==> src/rtl/mips_pkg.sv <==
// Shared constants for the multicycle MIPS control path.
// Opcodes, ALUOp codes and the main control state enum.
package mips_pkg;

    localparam logic [5:0] OP_RTYPE = 6'b000000;
    localparam logic [5:0] OP_LW    = 6'b100011;
    localparam logic [5:0] OP_SW    = 6'b101011;
    localparam logic [5:0] OP_BEQ   = 6'b000100;
    localparam logic [5:0] OP_ADDI  = 6'b001000;
    localparam logic [5:0] OP_J     = 6'b000010;

    localparam logic [1:0] ALUOP_ADD   = 2'b00;
    localparam logic [1:0] ALUOP_SUB   = 2'b01;
    localparam logic [1:0] ALUOP_FUNCT = 2'b10;

    localparam logic [1:0] SRCB_REG    = 2'b00;
    localparam logic [1:0] SRCB_FOUR   = 2'b01;
    localparam logic [1:0] SRCB_IMM    = 2'b10;
    localparam logic [1:0] SRCB_IMMSH  = 2'b11;

    localparam logic [1:0] PCSRC_ALU    = 2'b00;
    localparam logic [1:0] PCSRC_ALUOUT = 2'b01;
    localparam logic [1:0] PCSRC_JUMP   = 2'b10;

    typedef enum logic [3:0] {
        S_FETCH   = 4'd0,
        S_DECODE  = 4'd1,
        S_MEMADR  = 4'd2,
        S_MEMRD   = 4'd3,
        S_MEMWB   = 4'd4,
        S_MEMWR   = 4'd5,
        S_EXECUTE = 4'd6,
        S_ALUWB   = 4'd7,
        S_ADDIEX  = 4'd8,
        S_ADDIWB  = 4'd9,
        S_BRANCH  = 4'd10,
        S_JUMP    = 4'd11
    } state_e;

    function automatic logic op_legal(input logic [5:0] op);
        return (op == OP_RTYPE) || (op == OP_LW) || (op == OP_SW) ||
               (op == OP_BEQ) || (op == OP_ADDI) || (op == OP_J);
    endfunction

endpackage

==> src/rtl/mips_multicycle_control.sv <==
// Moore main control FSM for the multicycle MIPS datapath.
// Outputs decode from the state register; reset forces them all low.
module mips_multicycle_control
    import mips_pkg::*;
(
    input  logic       clk,
    input  logic       reset,
    input  logic [5:0] Op,
    output logic       PCWrite,
    output logic       PCWriteCond,
    output logic       IorD,
    output logic       MemRead,
    output logic       MemWrite,
    output logic       IRWrite,
    output logic       MemtoReg,
    output logic       RegDst,
    output logic       RegWrite,
    output logic       ALUSrcA,
    output logic [1:0] ALUSrcB,
    output logic [1:0] ALUOp,
    output logic [1:0] PCSource,
    output logic       Illegal
);

    state_e state_q;
    state_e state_d;

    always_ff @(posedge clk) begin
        if (reset) begin
            state_q <= S_FETCH;
        end else begin
            state_q <= state_d;
        end
    end

    always_comb begin
        state_d = S_FETCH;
        case (state_q)
            S_FETCH:   state_d = S_DECODE;
            S_DECODE: begin
                if (Op == OP_LW || Op == OP_SW) begin
                    state_d = S_MEMADR;
                end else if (Op == OP_RTYPE) begin
                    state_d = S_EXECUTE;
                end else if (Op == OP_BEQ) begin
                    state_d = S_BRANCH;
                end else if (Op == OP_ADDI) begin
                    state_d = S_ADDIEX;
                end else if (Op == OP_J) begin
                    state_d = S_JUMP;
                end else begin
                    state_d = S_FETCH;
                end
            end
            // IR holds Op stable, so re-reading it here picks lw vs sw
            S_MEMADR:  state_d = (Op == OP_LW) ? S_MEMRD : S_MEMWR;
            S_MEMRD:   state_d = S_MEMWB;
            S_EXECUTE: state_d = S_ALUWB;
            S_ADDIEX:  state_d = S_ADDIWB;
            default:   state_d = S_FETCH;
        endcase
    end

    always_comb begin
        PCWrite     = 1'b0;
        PCWriteCond = 1'b0;
        IorD        = 1'b0;
        MemRead     = 1'b0;
        MemWrite    = 1'b0;
        IRWrite     = 1'b0;
        MemtoReg    = 1'b0;
        RegDst      = 1'b0;
        RegWrite    = 1'b0;
        ALUSrcA     = 1'b0;
        ALUSrcB     = SRCB_REG;
        ALUOp       = ALUOP_ADD;
        PCSource    = PCSRC_ALU;
        Illegal     = 1'b0;
        if (!reset) begin
            case (state_q)
                S_FETCH: begin
                    MemRead = 1'b1;
                    IRWrite = 1'b1;
                    PCWrite = 1'b1;
                    ALUSrcB = SRCB_FOUR;
                end
                S_DECODE: begin
                    ALUSrcB = SRCB_IMMSH;
                    Illegal = !op_legal(Op);
                end
                S_MEMADR, S_ADDIEX: begin
                    ALUSrcA = 1'b1;
                    ALUSrcB = SRCB_IMM;
                end
                S_MEMRD: begin
                    MemRead = 1'b1;
                    IorD    = 1'b1;
                end
                S_MEMWR: begin
                    MemWrite = 1'b1;
                    IorD     = 1'b1;
                end
                S_MEMWB: begin
                    RegWrite = 1'b1;
                    MemtoReg = 1'b1;
                end
                S_EXECUTE: begin
                    ALUSrcA = 1'b1;
                    ALUOp   = ALUOP_FUNCT;
                end
                S_ALUWB: begin
                    RegWrite = 1'b1;
                    RegDst   = 1'b1;
                end
                S_ADDIWB: begin
                    RegWrite = 1'b1;
                end
                S_BRANCH: begin
                    ALUSrcA     = 1'b1;
                    ALUOp       = ALUOP_SUB;
                    PCWriteCond = 1'b1;
                    PCSource    = PCSRC_ALUOUT;
                end
                S_JUMP: begin
                    PCWrite  = 1'b1;
                    PCSource = PCSRC_JUMP;
                end
                default: begin
                    PCWrite = 1'b0;
                end
            endcase
        end
    end

endmodule

==> config.mk <==
export PLATFORM = sky130hd
export DESIGN_NAME = mips_multicycle_control
export DESIGN_NICKNAME = d
export VERILOG_FILES = /design/src/rtl/mips_pkg.sv /design/src/rtl/mips_multicycle_control.sv
export SDC_FILE = /design/constraint.sdc
export NUM_CORES = 1
export LEC_CHECK = 0
export CAP_MARGIN = 20
export CORE_AREA = 10 10 49 51
export DETAILED_ROUTE_END_ITERATION = 7
export DIE_AREA = 0 0 59 61
export PLACE_DENSITY = 0.71
export RECOVER_POWER = 50
export SLEW_MARGIN = 0
export SYNTH_ARGS = -nofsm -noshare
export SYNTH_HDL_FRONTEND = slang
export SYNTH_SLANG_ARGS = --single-unit
==> constraint.sdc <==
create_clock -name clk -period 2 [get_ports clk]
set_clock_uncertainty 0.15 [all_clocks]
set_input_delay 0.6 -clock clk [delete_from_list [all_inputs] [get_ports clk]]
set_output_delay 0.6 -clock clk [all_outputs]
set_load 0.05 [all_outputs]
==> summary.md, run 1 <==
| Metric | Value |
|---|---|
| Run status | aborted with a tool error |
| Stage reached | clock tree synthesis |
| First Err | [ERROR DPL-0038] Utilization greater than 100%, impossible to legalize |
| Post_cts resized | 61 |
| Number of synthesized flops with an enable pin | 0 |
| Share of the synthesized area in the top cell type | 0.164 |
| Number of top-level pins | 25 |
| Die Span Y | 61 µm |
| Net Count, Synth | 85 |
| Hpwl dp | 2020 µm |
| Most common cell in the netlist | nor3_1 |
| CTS Sinks | 4 |
| Setup bufs post-CTS | 12 |
| Yosys reg bits | 4 |
| Post-synthesis cell area | 488 µm² |
| Sequential share of the synthesized area | 0.164 |
| Root buf cell | clkbuf_4 |
| Routability cong. | 0.830 |
| Largest cells by area after synthesis | dfxtp_1, nor3_1, nand2_1 |
| PortBufs | 24 |
| # rows | 14 |
| Top post-synthesis cells by count | nor3_1, nand2_1, nor2_1, clkbuf_1, o21ai_0 |
| Synthesized area per cell | 6.34 µm² |
| Synth Flop Type | dfxtp_1 |
| Synth warn | 0 |
| DIE WIDTH | 59 µm |
| Cts hold-fix bufs | 0 |
| CTS Buf Count | 3 |
| Pre-CTS setup slack | -742 ps |
| Initial core utilization | 0.332 |
| H-tree Lvls | 1 |
| Post-synth ARST share | 0 |
| Count of cell types in the netlist | 29 |
| Gate Count Post-Synth | 77 |
| Yosys top cell by area | dfxtp_1 |
| CTS Buffer Depth | 2 |
==> kinds of logic after synthesis <==
group	count (synthesis)	share of synthesized area
flops	4	0.164
compound gates	18	0.264
xor+xnor	2	0.0359
simple gates	43	0.451
buf+inv	10	0.0846
==> per-stage QoR <==
step | cell area, µm² | cells
after detailed placement | 1260 | 133
after global placement | 1260 | 133
after floorplan | 748 | 77
==> run 2, diff against run 1 <==
--- a/config.mk
+++ b/config.mk
@@ -6,10 +6,10 @@
 export NUM_CORES = 1
 export LEC_CHECK = 0
 export CAP_MARGIN = 20
-export CORE_AREA = 10 10 49 51
+export CORE_AREA = 10 10 71 73
 export DETAILED_ROUTE_END_ITERATION = 7
-export DIE_AREA = 0 0 59 61
-export PLACE_DENSITY = 0.71
+export DIE_AREA = 0 0 81 83
+export PLACE_DENSITY_LB_ADDON = 0.15
 export RECOVER_POWER = 50
 export SLEW_MARGIN = 0
 export SYNTH_ARGS = -nofsm -noshare
==> constraint.sdc (replaced) <==
create_clock -name clk -period 2.6 [get_ports clk]
set_clock_uncertainty 0.15 [all_clocks]
set_input_delay 0.78 -clock clk [delete_from_list [all_inputs] [get_ports clk]]
set_output_delay 0.78 -clock clk [all_outputs]
set_load 0.05 [all_outputs]
==> summary.md, run 2 <==
| Metric | Value |
|---|---|
| WL final | 2360 µm |
| Die Span Y | 83 µm |
| Vias per cell | 4.29 |
| Synth warn | 0 |
| CP max FO | 3 |
| CTS Sinks | 4 |
| CTS Buf Count | 3 |
| Post-route ant nets | 0 |
| Cts hold-fix bufs | 0 |
| DIE WIDTH | 81 µm |
| Largest reg by FF count | state_q |
| Worst ir drop on vdd | 0.000158 V |
| Vias in the first global route | 799 |
| Max reg flops | 4 |
| Most common cell after layout, fill and taps aside | buf_4 |
| Worst-path clk slew | 30 ps |
| Share of the synthesized area in the top cell type | 0.164 |
| Fin cells | 180 |
| DRT Pass-1 Iters | 4 |
| Hpwl dp | 1730 µm |
| Initial antenna violation count | 0 |
| PortBufs | 24 |
| Fin crit period | 2560 ps |
| Leakage | 0.000548 µW |
| RSZ-0062 raised after global routing | yes |
| Gate Count Post-Synth | 77 |
| Post-synth ARST share | 0 |
| Number of top-level pins | 25 |
| Hold slack | 421 ps |
| Largest registers | state_q x4 |
| Most common cell in the netlist | nor3_1 |
| Max Cap Viol | 0 |
| Die area | 0.00672 mm² |
| First-pass GRT wire length | 3870 µm |
| # rows | 22 |
| Slew Viols, Final | 0 |
| Number of synthesized flops with an enable pin | 0 |
| Crit. End Element | output pin |
| Synth Flop Type | dfxtp_1 |
| Vias | 772 |
| GRT overflow | 0 |
| Count of cell types in the netlist | 29 |
| Root buf cell | clkbuf_8 |
| Net Count, Synth | 85 |
| # setup viols final | 0 |
| Sequential share of the synthesized area | 0.164 |
| Fin. Hold Viols | 0 |
| Max Freq | 0.390 GHz |
| Routed length per instance | 13.1 µm |
| CTS Buffer Depth | 2 |
| First DRT Iteration DRCs | 35 |
| Worst-Margin Slew | 377 ps |
| Syn-to-layout area delta | 186% |
| Yosys top cell by area | dfxtp_1 |
| H-tree Lvls | 1 |
| GRT Total Usage | 0.0681 |
| Finished Core Util | 0.384 |
| Routability cong. | 0.781 |
| Final Total Pwr | 355 µW |
| Crit start category | primary input |
| Run status | finished clean |
| Worst-Skew Late Latency | 210 ps |
| Slew headroom | 0.747 |
| Top post-synthesis cells by count | nor3_1, nand2_1, nor2_1, clkbuf_1, o21ai_0 |
| Placed Area | 0.00121 mm² |
| Antenna Cells | 0 |
| Synthesized area per cell | 6.34 µm² |
| Hold crit path type | reg2reg |
| Core ar. | 0.00363 mm² |
| Largest net degree at the start of global routing | 12 |
| Finished Cell Area | 0.00139 mm² |
| Final worst-path cycle share | 0.986 |
| Largest cells by area after synthesis | dfxtp_1, nor3_1, nand2_1 |
| Data arrival time of the worst path | 1630 ps |
| Fraction of final layout cells sized beyond drive strength 1 | 0.674 |
| PD cells | 255 mW/mm² |
| Most frequent cells in the layout | buf_4, buf_12, nand2_1 |
| Crit Path Category | in2out |
| DRC | 0 |
| Fin nets | 142 |
| CTS tree | yes |
| Initial core utilization | 0.134 |
| Fillcell total | 369 |
| CP required | 1670 ps |
| Placed insts | 162 |
| Post-synthesis cell area | 488 µm² |
| Yosys reg bits | 4 |
==> run 2: layer usage <==
metal	vias to the layer above	share of wire	global-route usage
met2	20	0.51	0.122
met4	0	0.014	0.0235
met5	-	0	0
li1	393	-	-
met3	4	0.052	0.0205
met1	355	0.42	0.0713
==> run 2: final cells by class <==
cell class,count,area (µm²),area share
clock buffer,3,41.3,0.0296
tap,48,60.1,0.0431
sequential,4,81.3,0.0583
multi-input combinational,63,536,0.384
timing repair buffer,60,668,0.479
inverter,2,7.51,0.00539
==> run 2: stage by stage <==
stage / setup slack [ps] / TNS [ps]
floorplan: -392 / -897
global placement: -475 / -4980
detailed placement: -472 / -5300
CTS: 10.7 / 0
global route: -10.6 / -10.6
finish: 37.4 / 0
==> run 2: final timing paths <==
path | slack (ps) | endpoint | start | cells after the start
hold reg to reg | 420 | state_q[3] | state_q[1] | 1
hold / removal | 420 | state_q[3] | state_q[1] | 1
setup reg to reg | 1160 | state_q[1] | state_q[1] | 5
setup / recovery | 40 | Illegal | Op[0] | 5
==> run 2: report_power, final <==
part	total (µW)	switching, µW	internal [µW]	leakage, µW
clock network	126	27.8	98.3	0.0000216
registers	66.3	2.65	63.6	0.0000331
logic	162	80.7	81.8	0.000493
total	355	111	244	0.000548
==> run 2: cells by family (layout without fill, tap and decap cells) <==
group,count (synthesis),in the layout,synth area share
and+or+nand+nor,43,43,0.451
AOI/OAI and AO/OA,18,18,0.264
buffers and inverters,10,65,0.0846
DFF,4,4,0.164
xor gates and xnor gates,2,2,0.0359
==> run 2: repair_timing <==
item	in CTS	in global routing
endpoints found under the setup margin	17	3
buffers inserted	14	1
pin swaps	6	8
hold endpoints to repair	0	0
gates resized for setup	34	22
==> run 2: worst max-delay path: stages <==
cell	delay [ps]
buf_2	130
nand3_2	100
o311a_4	300
and3_4	170
buf_12	140
Note: power is estimated with default switching activity, not from simulation.
==> patch 1, RTL diff (config.mk and constraints of run 2) <==
Re-encode `state_e` (12 states) as one-hot, 12 bits wide.
--- a/src/rtl/mips_pkg.sv
+++ b/src/rtl/mips_pkg.sv
@@ -22,19 +22,19 @@
     localparam logic [1:0] PCSRC_ALUOUT = 2'b01;
     localparam logic [1:0] PCSRC_JUMP   = 2'b10;
 
-    typedef enum logic [3:0] {
-        S_FETCH   = 4'd0,
-        S_DECODE  = 4'd1,
-        S_MEMADR  = 4'd2,
-        S_MEMRD   = 4'd3,
-        S_MEMWB   = 4'd4,
-        S_MEMWR   = 4'd5,
-        S_EXECUTE = 4'd6,
-        S_ALUWB   = 4'd7,
-        S_ADDIEX  = 4'd8,
-        S_ADDIWB  = 4'd9,
-        S_BRANCH  = 4'd10,
-        S_JUMP    = 4'd11
+    typedef enum logic [11:0] {
+        S_FETCH   = 12'b000000000001,
+        S_DECODE  = 12'b000000000010,
+        S_MEMADR  = 12'b000000000100,
+        S_MEMRD   = 12'b000000001000,
+        S_MEMWB   = 12'b000000010000,
+        S_MEMWR   = 12'b000000100000,
+        S_EXECUTE = 12'b000001000000,
+        S_ALUWB   = 12'b000010000000,
+        S_ADDIEX  = 12'b000100000000,
+        S_ADDIWB  = 12'b001000000000,
+        S_BRANCH  = 12'b010000000000,
+        S_JUMP    = 12'b100000000000
     } state_e;
 
     function automatic logic op_legal(input logic [5:0] op);
Check against the original RTL: no difference found for any inputs over 10 cycles, from zero or initial values and one cycle with reset high; not proved beyond that.
==> patch 1 against run 2 <==
The run now ends with setup timing left; combinational power rose by 43%; final area rose by 23%; sequential cell count rose by 8; hold slack improved by 0.079 ns; fmax fell by 7.9%; worst setup slack got worse by 0.22 ns; synthesized area rose by 69%; sequential share of layout area rose by 8.7 points; total power rose by 75%; routed wire length rose by 3.6%.
==> patch 1: results (changes against run 2) <==
Status = complete, but fails checks (was complete, no violations)
Failing checks = setup timing
Most frequent cell after synthesis = dfxtp_1 (was nor3_1)
Async S/R FF share, synth = 0% (unchanged)
Share of cells above drive strength 1 = 68.7% (was 67.4%)
Pre-Repair DR Iteration Count = 4 (unchanged)
Commonest cells in the synthesized netlist = dfxtp_1 (12), nor2_1 (11), nand3_1 (6), nor3_1 (6) (was nor3_1 (11), nand2_1 (9), nor2_1 (8))
Clock buffer depth = 2 (unchanged)
Critical Path Max Stage Delay = 0.37 ns (was 0.30 ns)
Synth warnings = 0 (unchanged)
Worst-path clk slew = 0.05 ns (was 0.03 ns)
Placed cell area = 0.00150 mm² (was 0.00121 mm²)
Final #Nets = 159 (was 142)
Distinct cell type count of the synthesized netlist = 35 (was 29)
Sum Neg Setup Slack = -1.15 ns (was 0 ns)
Synth top area cells = dfxtp_1 (29%), nor3b_2 (6.1%), nand4b_4 (5.8%) (was dfxtp_1 (16%), nor3_1 (11%), nand2_1 (6.9%))
Worst EP arrival = 1.85 ns (was 1.63 ns)
CTS H-Tree Depth = 1 (unchanged)
First-pass GRT wire length = 4.08 mm (was 3.87 mm)
Placer Congestion = 0.748 (was 0.781)
DP HPWL = 2.04 mm (was 1.73 mm)
Port Buf Inserts = 24 (unchanged)
Final setup fails = 12 (was 0)
Sequential area share after synthesis = 29.1% (was 16.4%)
Flop2flop setup slack = 0.88 ns (was 1.16 ns)
CP top delay family = simple AND/OR/NAND/NOR gates (was compound AO/OA/AOI/OAI gates)
Maximum vdd drop = 0.000171 V (was 0.000158 V)
Skew-Pair Late Insertion Delay = 0.23 ns (was 0.21 ns)
Vias in the first global route = 902 (was 799)
Post-Syn Nets = 98 (was 85)
Critical Path Fanout Max = 3 (unchanged)
Biggest regs = state_q (12) (was state_q (4))
Ant diodes = 0 (unchanged)
TritonCTS Buffers = 3 (unchanged)
Static leakage = 0.714 nW (was 0.548 nW)
Worst Setup SP = reset (was Op[0])
Main synth FF type = dfxtp_1 (unchanged)
Via Count = 883 (was 772)
Gr usage total = 7.28% (was 6.81%)
Fin crit period = 2.78 ns (was 2.56 ns)
Launch point of the worst reg-to-reg path = state_q[0]$_SDFF_PP1_ (was state_q[1]$_SDFF_PP0_)
Number of synthesized flops with an enable pin = 0 (unchanged)
Crit-path slowest cell = or3b_4 (was o311a_4)
Mapped Avg Cell Area = 9.16 µm² (was 6.34 µm²)
Root Driver = clkbuf_8 (unchanged)
Initial antenna violation count = 0 (unchanged)
HP Class = reg2reg (unchanged)
Placed Cells = 186 (was 162)
Initial DRC count = 64 (was 35)
Post-Route WL = 2.45 mm (was 2.36 mm)
Largest net degree at the start of global routing = 8 (was 12)
Fillers = 361 (was 369)
Hold path start = state_q[9]$_SDFF_PP0_ (was state_q[1]$_SDFF_PP0_)
Layout Cells excl Fill = 198 (was 180)
Slew margin rel. = 69.8% (was 74.7%)
PnR worst setup slack = -0.183 ns (was 0.0374 ns)
==> patch 1: metrics by stage <==
| step | utilization (%) | setup slack [ns] | hold WS, ns |
|---|---|---|---|
| 2_1_floorplan | - | -0.312 | 0.414 |
| 3_3_place_gp | 41.3 | -0.660 | 0.511 |
| 3_5_place_dp | 41.3 | -0.665 | 0.518 |
| 4_1_cts | 46.7 | -0.239 | 0.505 |
| 5_1_grt | 47.0 | -0.222 | 0.530 |
| 6_report | 47.0 | -0.183 | 0.500 |
==> patch 1: path summary, 6_finish.rpt <==
check                                             end  cells after the start
worst max register to register  state_q[8]$_SDFF_PP0_                      5
worst min register to register  state_q[9]$_SDFF_PP0_                      2
worst max-delay path                          ALUSrcA                      6
worst min-delay path            state_q[9]$_SDFF_PP0_                      2
==> patch 1: cell type report <==
type                            count  area, µm²  share of cell area (%)
Inverter                            4       21.3                    1.25
Timing Repair Buffer               60        659                    38.6
Clock buffer                        4       55.1                    3.22
Sequential cell                    12        248                    14.5
Multi-Input combinational cell     70        664                    38.9
Tap cell                           48       60.1                    3.52
==> patch 1: what timing repair did <==
action	CTS	global route
setup buffers	7	1
pin swaps	15	9
gates resized for setup	52	8
endpoints found under the setup margin	17	16
==> patch 1: cell families after synthesis <==
kind of cell,count (synthesis),share of synthesized area [%]
simple gates,58,55.8
compound gates,8,5.92
xor+xnor,4,4.25
flops,12,29.1
buf+inv,8,4.86
==> patch 1: report_power, final <==
part / switching, mW / total [mW] / internal, mW / leakage (nW)
clock network: 0.0625 / 0.196 / 0.133 / 0.0288
logic: 0.116 / 0.232 / 0.116 / 0.585
registers: 0.00348 / 0.192 / 0.188 / 0.0996
==> patch 1: metal layers <==
metal | global-route usage [%] | wire length [µm] | vias to the layer above
met1 | 8.79 | 1080 | 404
met4 | 4.38 | 65 | 0
met5 | 0 | 0 | -
met3 | 1.40 | 107 | 4
li1 | - | - | 450
met2 | 11.4 | 1190 | 25
==> patch 1: worst register-to-register path, stage by stage (launching register included) <==
cell      delay, ns
dfxtp_1        0.31
buf_4          0.16
nor4b_2        0.45
nand3_1        0.18
nand4b_4       0.23
nor3b_2        0.18
==> patch 2, RTL diff (flow settings as in run 2) <==
Without the edit above. Reset style: asynchronous (`reset`), changed in one clocked block.
--- a/src/rtl/mips_multicycle_control.sv
+++ b/src/rtl/mips_multicycle_control.sv
@@ -25,7 +25,7 @@
     state_e state_q;
     state_e state_d;
 
-    always_ff @(posedge clk) begin
+    always_ff @(posedge clk or posedge reset) begin
         if (reset) begin
             state_q <= S_FETCH;
         end else begin
Behaviour: no difference found for any inputs over 10 cycles, from zero or initial values and one cycle with reset high; that may be too few to reach the edited logic, so the function may still have changed.
==> patch 2 against run 2 <==
The flow now finishes with violations (setup timing); routed wire length down 20%; fmax down 2.6%; cell count down 13%; synthesized area up 2.1%; final area down 15%; worst setup slack worse by 0.070 ns; sequential cell count unchanged; sequential share of layout area up 2.8 points; global-route usage down 1.5 points; largest cell class unchanged.
Power is not compared: it rests on default switching activity, and its combinational part moved more than twofold at a synthesized area within 25%.
==> patch 2: results (changes against run 2) <==
First-pass GRT wire length = 3.00 mm (was 3.87 mm)
Final setup fails = 3 (was 0)
Final #Nets = 118 (was 142)
Worst slew pin tran = 0.415 ns (was 0.377 ns)
Cts repair resizes = 16 (was 34)
Via Count = 649 (was 772)
CP top delay family = simple AND/OR/NAND/NOR gates (was compound AO/OA/AOI/OAI gates)
Pre-Repair DR Iteration Count = 3 (was 4)
Gr usage total = 5.29% (was 6.81%)
Synth top area cells = dfrtp_1 (20%), nor2_1 (11%), nor4b_1 (5.3%) (was dfxtp_1 (16%), nor3_1 (11%), nand2_1 (6.9%))
Status = complete, but fails checks (was complete, no violations)
Placed cell area = 0.00115 mm² (was 0.00121 mm²)
Post-Syn Nets = 74 (was 85)
Synth Area in Compound Gates = 20.9% (was 26.4%)
Critical Path Max Stage Delay = 0.37 ns (was 0.30 ns)
Vias in the first global route = 687 (was 799)
Worst EP arrival = 1.70 ns (was 1.63 ns)
Placer Congestion = 0.702 (was 0.781)
PnR worst setup slack = -0.0322 ns (was 0.0374 ns)
Flop2flop setup slack = 0.96 ns (was 1.16 ns)
Setup bufs post-CTS = 1 (was 14)
Share of cells above drive strength 1 = 63.0% (was 67.4%)
Sequential area share after synthesis = 20.1% (was 16.4%)
Commonest cells in the synthesized netlist = nor2_1 (14), buf_2 (4), dfrtp_1 (4), nand2b_1 (4) (was nor3_1 (11), nand2_1 (9), nor2_1 (8))
Failing checks = setup timing
Initial DRC count = 26 (was 35)
## patch 2: cell count changes after synthesis, sizes merged, moves of 3 or more
cell,change
a211oi,-3
clkbuf,-5
nand2,-7
nor4b,+3
nor2,+6
nand3,-3
buf,+3
nor3,-8
dfxtp,-4
dfrtp,+4
## patch 2: routing by layer
metal	global-route usage [%]	vias to the layer above	part of all wire (%)
met2	8.14	27	42
met5	0	-	0
met1	6.38	293	47
met4	2.35	0	0.90
met3	1.83	2	11
li1	-	327	-
## patch 2: layout make-up
cell class	count	area, µm²
Fill cell	416	2440
Sequential cell	4	103
Timing Repair Buffer	45	542
Clock buffer	3	41.3
Tap cell	48	60.1
Inverter	1	3.75
Multi-Input combinational cell	55	442
## patch 2: stage by stage
stage	cells	hold WS (ns)	worst slack, ns
global placement	152	0.457	-0.437
CTS	156	0.448	-0.122
floorplan	66	0.440	-0.383
detailed placement	152	0.473	-0.428
global route	156	0.446	-0.0620
finish	156	0.412	-0.0322
